$ cat config.mk
export PLATFORM = sky130hd
export DESIGN_NAME = evt_pulse_gen_flat
export DESIGN_NICKNAME = d
export VERILOG_FILES = /design/src/rtl/scc_pkg.sv /design/src/rtl/axi4_lite_if.sv /design/src/rtl/evt_pulse_ch.sv /design/src/rtl/evt_pulse_gen.sv /design/src/flat_wrapper.sv
export SDC_FILE = /design/constraint.sdc
export NUM_CORES = 1
export LEC_CHECK = 0
export CORE_MARGIN = 5
export CORE_UTILIZATION = 55
export CTS_BUF_LIST = sky130_fd_sc_hd__clkbuf_16
export CTS_CLUSTER_DIAMETER = 60
export DETAILED_ROUTE_END_ITERATION = 8
export PLACE_DENSITY = 0.73
export SYNTH_ARGS = -nofsm -noshare
export SYNTH_HDL_FRONTEND = slang
export SYNTH_SLANG_ARGS = --single-unit
$ cat constraint.sdc
create_clock -name clk -period 5 [get_ports clk]
set_input_delay 1.5 -clock clk [delete_from_list [all_inputs] [get_ports clk]]
set_output_delay 1.5 -clock clk [all_outputs]
set_load 0.005 [all_outputs]
$ cat src/rtl/scc_pkg.sv
// Shared definitions for the event-triggered pulse generator: MMR map,
// channel state encoding and per-channel configuration record.
package scc_pkg;

  localparam int MMR_ADDR_W = 12;
  localparam int MMR_DATA_W = 32;
  localparam int EV_W       = 8;

  localparam int DLY_W = 16;
  localparam int WID_W = 8;
  localparam int PRD_W = 16;
  // Shared down-counter; must cover the widest of DLY/WID/PRD.
  localparam int CNT_W     = 16;
  localparam int CFG_MAX_W = 16;

  localparam logic [MMR_ADDR_W-1:0] REG_CR        = 12'h000;
  localparam logic [MMR_ADDR_W-1:0] REG_SR        = 12'h004;
  localparam logic [MMR_ADDR_W-1:0] REG_FORCE     = 12'h008;
  localparam logic [MMR_ADDR_W-1:0] REG_IRQ_MSK   = 12'h00C;
  localparam logic [MMR_ADDR_W-1:0] REG_CH_BASE   = 12'h010;
  localparam logic [MMR_ADDR_W-1:0] REG_CH_STRIDE = 12'h010;
  localparam logic [MMR_ADDR_W-1:0] OFF_EV        = 12'h000;
  localparam logic [MMR_ADDR_W-1:0] OFF_DLY       = 12'h004;
  localparam logic [MMR_ADDR_W-1:0] OFF_WID       = 12'h008;
  localparam logic [MMR_ADDR_W-1:0] OFF_PRD       = 12'h00C;

  localparam logic [1:0] RESP_OKAY = 2'b00;

  typedef enum logic [1:0] {
    ST_IDLE,
    ST_DELAY,
    ST_PULSE,
    ST_REPEAT
  } ch_state_e;

  typedef struct packed {
    logic [EV_W-1:0]  ev;
    logic [DLY_W-1:0] dly;
    logic [WID_W-1:0] wid;
    logic [PRD_W-1:0] prd;
  } ch_cfg_t;

  // Byte address of a channel register.
  function automatic logic [MMR_ADDR_W-1:0] ch_addr(input int c,
                                                    input logic [MMR_ADDR_W-1:0] off);
    return REG_CH_BASE + REG_CH_STRIDE * MMR_ADDR_W'(c) + off;
  endfunction

endpackage

$ cat src/rtl/axi4_lite_if.sv
// AXI4-lite register access bundle (no wstrb/prot: all writes are full-word).
interface axi4_lite_if
  import scc_pkg::*;
#(
  parameter int ADDR_W = MMR_ADDR_W,
  parameter int DATA_W = MMR_DATA_W
);
  logic [ADDR_W-1:0] awaddr;
  logic              awvalid;
  logic              awready;
  logic [DATA_W-1:0] wdata;
  logic              wvalid;
  logic              wready;
  logic [1:0]        bresp;
  logic              bvalid;
  logic              bready;
  logic [ADDR_W-1:0] araddr;
  logic              arvalid;
  logic              arready;
  logic [DATA_W-1:0] rdata;
  logic [1:0]        rresp;
  logic              rvalid;
  logic              rready;

  modport m (
    output awaddr, awvalid, wdata, wvalid, bready, araddr, arvalid, rready,
    input  awready, wready, bresp, bvalid, arready, rdata, rresp, rvalid
  );

  modport s (
    input  awaddr, awvalid, wdata, wvalid, bready, araddr, arvalid, rready,
    output awready, wready, bresp, bvalid, arready, rdata, rresp, rvalid
  );
endinterface

$ cat src/rtl/evt_pulse_ch.sv
// One pulse channel: trigger qualification, shadow config, delay/pulse/repeat
// sequencing. Optional macro EVT_PULSE_GEN_RETRIG_EN lets a trigger restart a
// running channel instead of flagging an overrun.
//
//   state     | meaning
//   ----------+-------------------------------------------------
//   ST_IDLE   | waiting for a trigger
//   ST_DELAY  | counting down the trigger-to-pulse delay
//   ST_PULSE  | pulse asserted, counting down the width
//   ST_REPEAT | periodic mode, counting down the gap to next pulse
module evt_pulse_ch
  import scc_pkg::*;
(
  input  logic            clk,
  input  logic            rst,
  input  logic            en,
  input  logic            sw_trig,
  input  logic [EV_W-1:0] ev,
  input  ch_cfg_t         cfg,
  output logic            pulse,
  output logic            busy,
  output logic            ovr
);

`ifdef EVT_PULSE_GEN_RETRIG_EN
  localparam bit RETRIG = 1'b1;
`else
  localparam bit RETRIG = 1'b0;
`endif

  localparam logic [CNT_W-1:0] ONE = CNT_W'(1);

  ch_state_e        state, state_n;
  logic [CNT_W-1:0] cnt, cnt_n;
  logic [WID_W-1:0] wid_s, wid_n;
  logic [PRD_W-1:0] prd_s, prd_n;
  logic             go;

  // A zero width makes the trigger a no-op, so it can never overrun either.
  assign go = en & (cfg.wid != '0) &
              (((cfg.ev != '0) & (ev == cfg.ev)) | sw_trig);

  // State, counter, shadows and registered outputs.
  always_ff @(posedge clk) begin
    if (rst) begin
      state <= ST_IDLE;
      cnt   <= '0;
      wid_s <= '0;
      prd_s <= '0;
      pulse <= 1'b0;
      busy  <= 1'b0;
    end else begin
      state <= state_n;
      cnt   <= cnt_n;
      wid_s <= wid_n;
      prd_s <= prd_n;
      pulse <= (state_n == ST_PULSE);
      busy  <= (state_n == ST_DELAY) || (state_n == ST_PULSE);
    end
  end

  // Next state: counters load N-1 so a load of N spans exactly N cycles.
  always_comb begin
    state_n = state;
    cnt_n   = cnt;
    wid_n   = wid_s;
    prd_n   = prd_s;
    ovr     = 1'b0;
    if (!en) begin
      state_n = ST_IDLE;
      cnt_n   = '0;
    end else if (go && ((state == ST_IDLE) || RETRIG)) begin
      wid_n = cfg.wid;
      prd_n = cfg.prd;
      if (cfg.dly == '0) begin
        state_n = ST_PULSE;
        cnt_n   = CNT_W'(cfg.wid) - ONE;
      end else begin
        state_n = ST_DELAY;
        cnt_n   = CNT_W'(cfg.dly) - ONE;
      end
    end else begin
      ovr = go;
      case (state)
        ST_IDLE: ;
        ST_DELAY: begin
          if (cnt == '0) begin
            state_n = ST_PULSE;
            cnt_n   = CNT_W'(wid_s) - ONE;
          end else begin
            cnt_n = cnt - ONE;
          end
        end
        ST_PULSE: begin
          if (cnt != '0) begin
            cnt_n = cnt - ONE;
          end else if (prd_s == '0) begin
            state_n = ST_IDLE;
          end else begin
            state_n = ST_REPEAT;
            cnt_n   = CNT_W'(prd_s) - ONE;
          end
        end
        ST_REPEAT: begin
          if (cnt == '0) begin
            state_n = ST_PULSE;
            cnt_n   = CNT_W'(wid_s) - ONE;
          end else begin
            cnt_n = cnt - ONE;
          end
        end
        default: state_n = ST_IDLE;
      endcase
    end
  end

endmodule

$ cat src/rtl/evt_pulse_gen.sv
// N-channel event-triggered pulse generator: AXI4-lite register block,
// global CR/SR/FORCE/IRQ_MSK and the channel array. Build option
// EVT_PULSE_GEN_RETRIG_EN selects restart-on-retrigger in the channels.
module evt_pulse_gen
  import scc_pkg::*;
#(
  parameter int N_CH = 4
)
(
  input  logic            clk,
  input  logic            rst,
  axi4_lite_if.s          mmr,
  input  logic [EV_W-1:0] ev,
  output logic [N_CH-1:0] pulse_out,
  output logic [N_CH-1:0] busy,
  output logic            irq
);

  logic                  aw_held, w_held;
  logic [MMR_ADDR_W-1:0] aw_addr;
  logic [MMR_DATA_W-1:0] w_data;
  logic                  aw_hs, w_hs, b_hs, ar_hs;
  logic                  wr_cr, wr_sr, wr_force, wr_msk;
  logic [N_CH-1:0]       wr_ev, wr_dly, wr_wid, wr_prd;
  logic [N_CH-1:0]       cr, sr, irq_msk, sw_trig, ovr;
  ch_cfg_t               cfg [N_CH];
  logic [MMR_DATA_W-1:0] rd_data;
  logic                  unused_wdata;

  assign aw_hs = mmr.awvalid & mmr.awready;
  assign w_hs  = mmr.wvalid & mmr.wready;
  assign b_hs  = mmr.bvalid & mmr.bready;
  assign ar_hs = mmr.arvalid & mmr.arready;

  assign mmr.bresp = RESP_OKAY;
  assign mmr.rresp = RESP_OKAY;

  // Write channel: AW and W captured independently, one write outstanding.
  always_ff @(posedge clk) begin
    if (rst) begin
      aw_held     <= 1'b0;
      w_held      <= 1'b0;
      aw_addr     <= '0;
      w_data      <= '0;
      mmr.awready <= 1'b0;
      mmr.wready  <= 1'b0;
      mmr.bvalid  <= 1'b0;
    end else begin
      if (aw_hs) begin
        aw_held <= 1'b1;
        aw_addr <= mmr.awaddr;
      end
      if (w_hs) begin
        w_held <= 1'b1;
        w_data <= mmr.wdata;
      end
      if (b_hs) begin
        aw_held    <= 1'b0;
        w_held     <= 1'b0;
        mmr.bvalid <= 1'b0;
      end else if (aw_held && w_held) begin
        mmr.bvalid <= 1'b1;
      end
      mmr.awready <= ~((aw_held | aw_hs) & ~b_hs);
      mmr.wready  <= ~((w_held | w_hs) & ~b_hs);
    end
  end

  // Write decode; registers commit on the B handshake.
  always_comb begin
    wr_cr    = 1'b0;
    wr_sr    = 1'b0;
    wr_force = 1'b0;
    wr_msk   = 1'b0;
    wr_ev    = '0;
    wr_dly   = '0;
    wr_wid   = '0;
    wr_prd   = '0;
    if (b_hs) begin
      wr_cr    = (aw_addr == REG_CR);
      wr_sr    = (aw_addr == REG_SR);
      wr_force = (aw_addr == REG_FORCE);
      wr_msk   = (aw_addr == REG_IRQ_MSK);
      for (int c = 0; c < N_CH; c++) begin
        wr_ev[c]  = (aw_addr == ch_addr(c, OFF_EV));
        wr_dly[c] = (aw_addr == ch_addr(c, OFF_DLY));
        wr_wid[c] = (aw_addr == ch_addr(c, OFF_WID));
        wr_prd[c] = (aw_addr == ch_addr(c, OFF_PRD));
      end
    end
  end

  // FORCE is never stored: it is a one-cycle trigger strobe.
  assign sw_trig = wr_force ? w_data[N_CH-1:0] : '0;

  // Configuration and status registers; a new overrun beats a same-cycle clear.
  always_ff @(posedge clk) begin
    if (rst) begin
      cr      <= '0;
      sr      <= '0;
      irq_msk <= '0;
      for (int c = 0; c < N_CH; c++) cfg[c] <= '0;
    end else begin
      if (wr_cr)  cr      <= w_data[N_CH-1:0];
      if (wr_msk) irq_msk <= w_data[N_CH-1:0];
      sr <= (wr_sr ? (sr & ~w_data[N_CH-1:0]) : sr) | ovr;
      for (int c = 0; c < N_CH; c++) begin
        if (wr_ev[c])  cfg[c].ev  <= w_data[EV_W-1:0];
        if (wr_dly[c]) cfg[c].dly <= w_data[DLY_W-1:0];
        if (wr_wid[c]) cfg[c].wid <= w_data[WID_W-1:0];
        if (wr_prd[c]) cfg[c].prd <= w_data[PRD_W-1:0];
      end
    end
  end

  assign unused_wdata = ^w_data[MMR_DATA_W-1:CFG_MAX_W];

  // Read mux; unmapped addresses and FORCE read as zero.
  always_comb begin
    rd_data = '0;
    if (mmr.araddr == REG_CR)      rd_data[N_CH-1:0] = cr;
    if (mmr.araddr == REG_SR)      rd_data[N_CH-1:0] = sr;
    if (mmr.araddr == REG_IRQ_MSK) rd_data[N_CH-1:0] = irq_msk;
    for (int c = 0; c < N_CH; c++) begin
      if (mmr.araddr == ch_addr(c, OFF_EV))  rd_data[EV_W-1:0]  = cfg[c].ev;
      if (mmr.araddr == ch_addr(c, OFF_DLY)) rd_data[DLY_W-1:0] = cfg[c].dly;
      if (mmr.araddr == ch_addr(c, OFF_WID)) rd_data[WID_W-1:0] = cfg[c].wid;
      if (mmr.araddr == ch_addr(c, OFF_PRD)) rd_data[PRD_W-1:0] = cfg[c].prd;
    end
  end

  // Read channel: data registered at AR handshake, one read outstanding.
  always_ff @(posedge clk) begin
    if (rst) begin
      mmr.arready <= 1'b0;
      mmr.rvalid  <= 1'b0;
      mmr.rdata   <= '0;
    end else begin
      if (ar_hs) begin
        mmr.rvalid <= 1'b1;
        mmr.rdata  <= rd_data;
      end else if (mmr.rvalid && mmr.rready) begin
        mmr.rvalid <= 1'b0;
      end
      mmr.arready <= ~(ar_hs | (mmr.rvalid & ~mmr.rready));
    end
  end

  assign irq = |(sr & irq_msk);

  for (genvar c = 0; c < N_CH; c++) begin : g_ch
    evt_pulse_ch u_ch (
      .clk     (clk),
      .rst     (rst),
      .en      (cr[c]),
      .sw_trig (sw_trig[c]),
      .ev      (ev),
      .cfg     (cfg[c]),
      .pulse   (pulse_out[c]),
      .busy    (busy[c]),
      .ovr     (ovr[c])
    );
  end

endmodule
$ cat src/flat_wrapper.sv
// flat-port wrapper written by rule: the top's interface ports become plain ports
module evt_pulse_gen_flat import scc_pkg::*;
#(
  parameter int N_CH = 4
)
  (clk, rst, ev, pulse_out, busy, irq, mmr_awaddr, mmr_awvalid, mmr_wdata, mmr_wvalid, mmr_bready, mmr_araddr, mmr_arvalid, mmr_rready, mmr_awready, mmr_wready, mmr_bresp, mmr_bvalid, mmr_arready, mmr_rdata, mmr_rresp, mmr_rvalid);
  axi4_lite_if mmr_i ();
  input  logic clk;
  input  logic rst;
  input  logic [EV_W-1:0] ev;
  output logic [N_CH-1:0] pulse_out;
  output logic [N_CH-1:0] busy;
  output logic irq;
  input wire logic [$bits(mmr_i.awaddr)-1:0] mmr_awaddr;
  input wire logic [$bits(mmr_i.awvalid)-1:0] mmr_awvalid;
  input wire logic [$bits(mmr_i.wdata)-1:0] mmr_wdata;
  input wire logic [$bits(mmr_i.wvalid)-1:0] mmr_wvalid;
  input wire logic [$bits(mmr_i.bready)-1:0] mmr_bready;
  input wire logic [$bits(mmr_i.araddr)-1:0] mmr_araddr;
  input wire logic [$bits(mmr_i.arvalid)-1:0] mmr_arvalid;
  input wire logic [$bits(mmr_i.rready)-1:0] mmr_rready;
  output wire logic [$bits(mmr_i.awready)-1:0] mmr_awready;
  output wire logic [$bits(mmr_i.wready)-1:0] mmr_wready;
  output wire logic [$bits(mmr_i.bresp)-1:0] mmr_bresp;
  output wire logic [$bits(mmr_i.bvalid)-1:0] mmr_bvalid;
  output wire logic [$bits(mmr_i.arready)-1:0] mmr_arready;
  output wire logic [$bits(mmr_i.rdata)-1:0] mmr_rdata;
  output wire logic [$bits(mmr_i.rresp)-1:0] mmr_rresp;
  output wire logic [$bits(mmr_i.rvalid)-1:0] mmr_rvalid;
  assign mmr_i.awaddr = mmr_awaddr;
  assign mmr_i.awvalid = mmr_awvalid;
  assign mmr_i.wdata = mmr_wdata;
  assign mmr_i.wvalid = mmr_wvalid;
  assign mmr_i.bready = mmr_bready;
  assign mmr_i.araddr = mmr_araddr;
  assign mmr_i.arvalid = mmr_arvalid;
  assign mmr_i.rready = mmr_rready;
  assign mmr_awready = mmr_i.awready;
  assign mmr_wready = mmr_i.wready;
  assign mmr_bresp = mmr_i.bresp;
  assign mmr_bvalid = mmr_i.bvalid;
  assign mmr_arready = mmr_i.arready;
  assign mmr_rdata = mmr_i.rdata;
  assign mmr_rresp = mmr_i.rresp;
  assign mmr_rvalid = mmr_i.rvalid;
  evt_pulse_gen #(.N_CH(N_CH)) u_core (.clk(clk), .rst(rst), .mmr(mmr_i), .ev(ev), .pulse_out(pulse_out), .busy(busy), .irq(irq));
endmodule
==> results by group <==
Min path
  – Cells on Worst Hold Path: 2
  – Hold Crit Class: reg -> reg

Timing
  – Fmax: 233.7 MHz
  – Slew Limit Fails: 0
  – Final Hold Viols: 0
  – Slew @ Worst Pin: 1163 ps
  – # setup viols final: 0
  – Final Skew: 17.73 ps
  – Fin worst setup slack: between 700 and 800 ps
  – RSZ-0062 raised after global routing: no
  – Setup TNS: 0 ps
  – Hold_ws: between 400 and 500 ps
  – Final Critical Period: 4278 ps
  – Fin crit share: 0.8556
  – Rel. slew slack: 0.2236

Run
  – Max-cap violations: 0

Drt
  – DR vias/cell: 6.341
  – Initial DRC count: 3026
  – Detailed Routing Iterations Pass 1: 5
  – DR vias: 22850
  – Drt wl/cell: 22.43 microns
  – WL final: 80820 microns
  – Remaining DRCs: 0
  – Remaining antenna violation count: 0

CTS
  – Clock-pin slew on the worst setup and hold paths: 60 ps
  – Post CTS Setup Buffer Count: 0
  – H-tree depth: 2
  – CTS Root Cell: clkbuf_16
  – Bufs on Longest Clock Path: 3
  – Inserted Clock Buffers: 46
  – CTS tree: yes
  – Insertion delay to the later sink of the worst-skew pair: between 500 and 600 ps
  – Post-CTS Hold Buffers: 0
  – TritonCTS Sinks: roughly 430
  – PostCTS Resize Cnt: 0

Pwr
  – Cell area power density: 276.4 mW/mm^2
  – Peak VDD IR: around 0.21 mV
  – Pleak: ~10 nW

Floorplan
  – Initial Util: 0.5524
  – Die Y: 223.0 microns
  – Die area: roughly 0.050 sq mm
  – Core area: approximately 0.045 sq mm
  – Row count: 78
  – Die X: between 200 and 250 microns
  – Total I/O pin count: 121

Placement
  – IO Port Bufs: 84
  – DP HPWL: between 50000 and 60000 microns
  – Gpl congestion: 0.9905
  – Dpl ws: 228.5 ps

Worst setup path
  – R2R depth: 11
  – Critical setup path kind: in -> reg
  – Crit path required time: between 5000 and 6000 ps
  – Worst setup SP type: primary input
  – CP arrival: 4770 ps
  – CP Capture Type: flip-flop
  – Crit-path max FO: 17

Cells and area
  – Area Overhead vs Synth: 12.06%
  – Layout fillers: roughly 3900
  – Fin nets: a little over 3000
  – Share of layout cells above drive strength 1: 0.07167

Global route
  – Initial antenna violation count: 4
  – Largest net degree at the start of global routing: 109
  – First-pass GRT wire length: 122600 microns
  – Remaining global-route overflow: 0
  – Total GRT Usage: 0.3111
  – Vias in the first global route: 21130

Synthesis
  – Post-synth top flop: dfxtp_1
  – Count of cell types in the netlist: 85
  – Asr flop ratio synth: 0
  – Yosys reg bits: 431
  – Syn Inst Count: 2912
  – Mean Syn Cell Area: 8.572 sq um
  – Post-synth EDFFs: roughly 190
  – Sequential area share after synthesis: 0.4226
  – Synth Cell Area: 0.02496 sq mm
  – YS warnings: 0

Outcome
  – Status: finished clean
where the power goes:
group	total [mW]	internal (mW)	switching, mW
Clock	3.41	1.95	1.45
Combinational	0.452	0.173	0.280
Sequential	3.87	3.75	0.128
critical path: stages:
cell	delay, ps
clkdlybuf4s50_1	620
xor2_1	230
a2111oi_0	610
nand3_1	360
a21oi_1	370
a211o_1	490
nand2_1	280
o22ai_1	290
cells in the final DEF (no fill, tap or decap), drive strengths merged, types with 90 or more instances in the layout:
master	synthesis	final
dfxtp	239	239
nor3	106	106
nand2	407	407
nor2	223	223
xnor2	90	90
a21oi	262	262
and2	187	187
o21ai	121	121
xor2	93	93
edfxtp	192	192
final cells by class:
type | count | area, sq um | share of cell area
timing repair buffer | 170 | 1478 | 0.05282
inverter | 64 | 240.2 | 0.008588
clock buffer | 50 | 1251 | 0.04473
sequential | 431 | 10550 | 0.3771
antenna | 3 | 7.507 | 0.0002684
tap | 600 | 750.7 | 0.02684
clock inverter | 36 | 249.0 | 0.008901
multi-input combinational | 2249 | 13450 | 0.4807
final timing paths:
check | start | to | slack, ps
hold / removal | u_core.mmr.rdata[4] | u_core.mmr.rdata[4] | 450
setup reg to reg | u_core.cfg[2][24] | u_core.g_ch[2].u_ch.busy | 1380
hold reg to reg | u_core.mmr.rdata[4] | u_core.mmr.rdata[4] | 450
setup / recovery | ev[2] | u_core.g_ch[3].u_ch.cnt[11] | 720
cell usage after synthesis (9+ instances only):
cell / instances / area, sq um
nand2b_1: 29 / 181.4
a221oi_1: 11 / 96.34
xnor2_1: 90 / 788.3
nand4_1: 21 / 131.4
mux2_2: 15 / 168.9
nand3b_1: 14 / 105.1
mux2i_1: 49 / 490.5
nand2_1: 407 / 1528
ha_1: 28 / 350.3
buf_4: 32 / 240.2
o31ai_1: 16 / 120.1
inv_1: 62 / 232.7
nand3_1: 63 / 315.3
a22oi_1: 16 / 120.1
o21ai_0: 117 / 585.6
a31oi_1: 15 / 93.84
a21oi_1: 261 / 1306
o22ai_1: 51 / 319.1
nor2_1: 222 / 833.3
o21bai_1: 15 / 112.6
edfxtp_1: 192 / 5766
buf_1: 15 / 56.30
and2_1: 187 / 1170
xor2_1: 93 / 814.5
nor2b_1: 28 / 175.2
nor3b_1: 11 / 82.58
nor4_1: 57 / 356.6
or2_2: 13 / 81.33
clkbuf_1: 135 / 506.7
nor3_1: 104 / 520.5
o21a_1: 10 / 75.07
o211ai_1: 37 / 277.8
or4_1: 32 / 240.2
dfxtp_1: 239 / 4785
a211oi_1: 38 / 285.3
or3_1: 36 / 225.2
a311oi_1: 9 / 78.83
through the flow:
step	utilization	instances	total power, mW	instance area, sq um
after floorplan	-	2931	4.153	25030
final	0.6191	3603	7.732	27970
after detailed placement	0.5857	3514	4.381	26470
after global placement	0.5857	3514	4.370	26470
after CTS	0.6189	3600	7.736	27970
after global routing	0.6189	3600	7.932	27970
routing by layer:
metal  track usage  part of all wire
met4        0.1087             0.036
met2        0.4788              0.44
met3       0.05289              0.11
met5             0                 0
met1        0.4459              0.41
cell families (layout without fill, tap and decap cells):
group                      after synthesis  in the layout  share of synthesized area
buffers and inverters                  251            320                    0.04280
and+or+nand+nor                       1271           1271                     0.2562
other                                    1             23                  0.0001502
adders and majority gates               28             28                    0.01403
DFF                                    431            431                     0.4226
AOI/OAI and AO/OA                      677            677                     0.1682
xor gates and xnor gates               183            183                    0.06421
muxes                                   70             70                    0.03183
registers in the layout (all words and copies together) (netlist names), 4 cells and up:
signal and count:
u_core.aw_addr 12, u_core.w_data 16, u_core.g_ch.u_ch.pulse 4, u_core.cfg 192, u_core.g_ch.u_ch.state 8, u_core.g_ch.u_ch.prd_s 64
u_core.g_ch.u_ch.cnt 64, u_core.g_ch.u_ch.busy 4, u_core.irq_msk 4, u_core.cr 4, u_core.sr 4, u_core.g_ch.u_ch.wid_s 32
u_core.mmr.rdata 16
No activity file was read; power rests on OpenSTA's default activity.
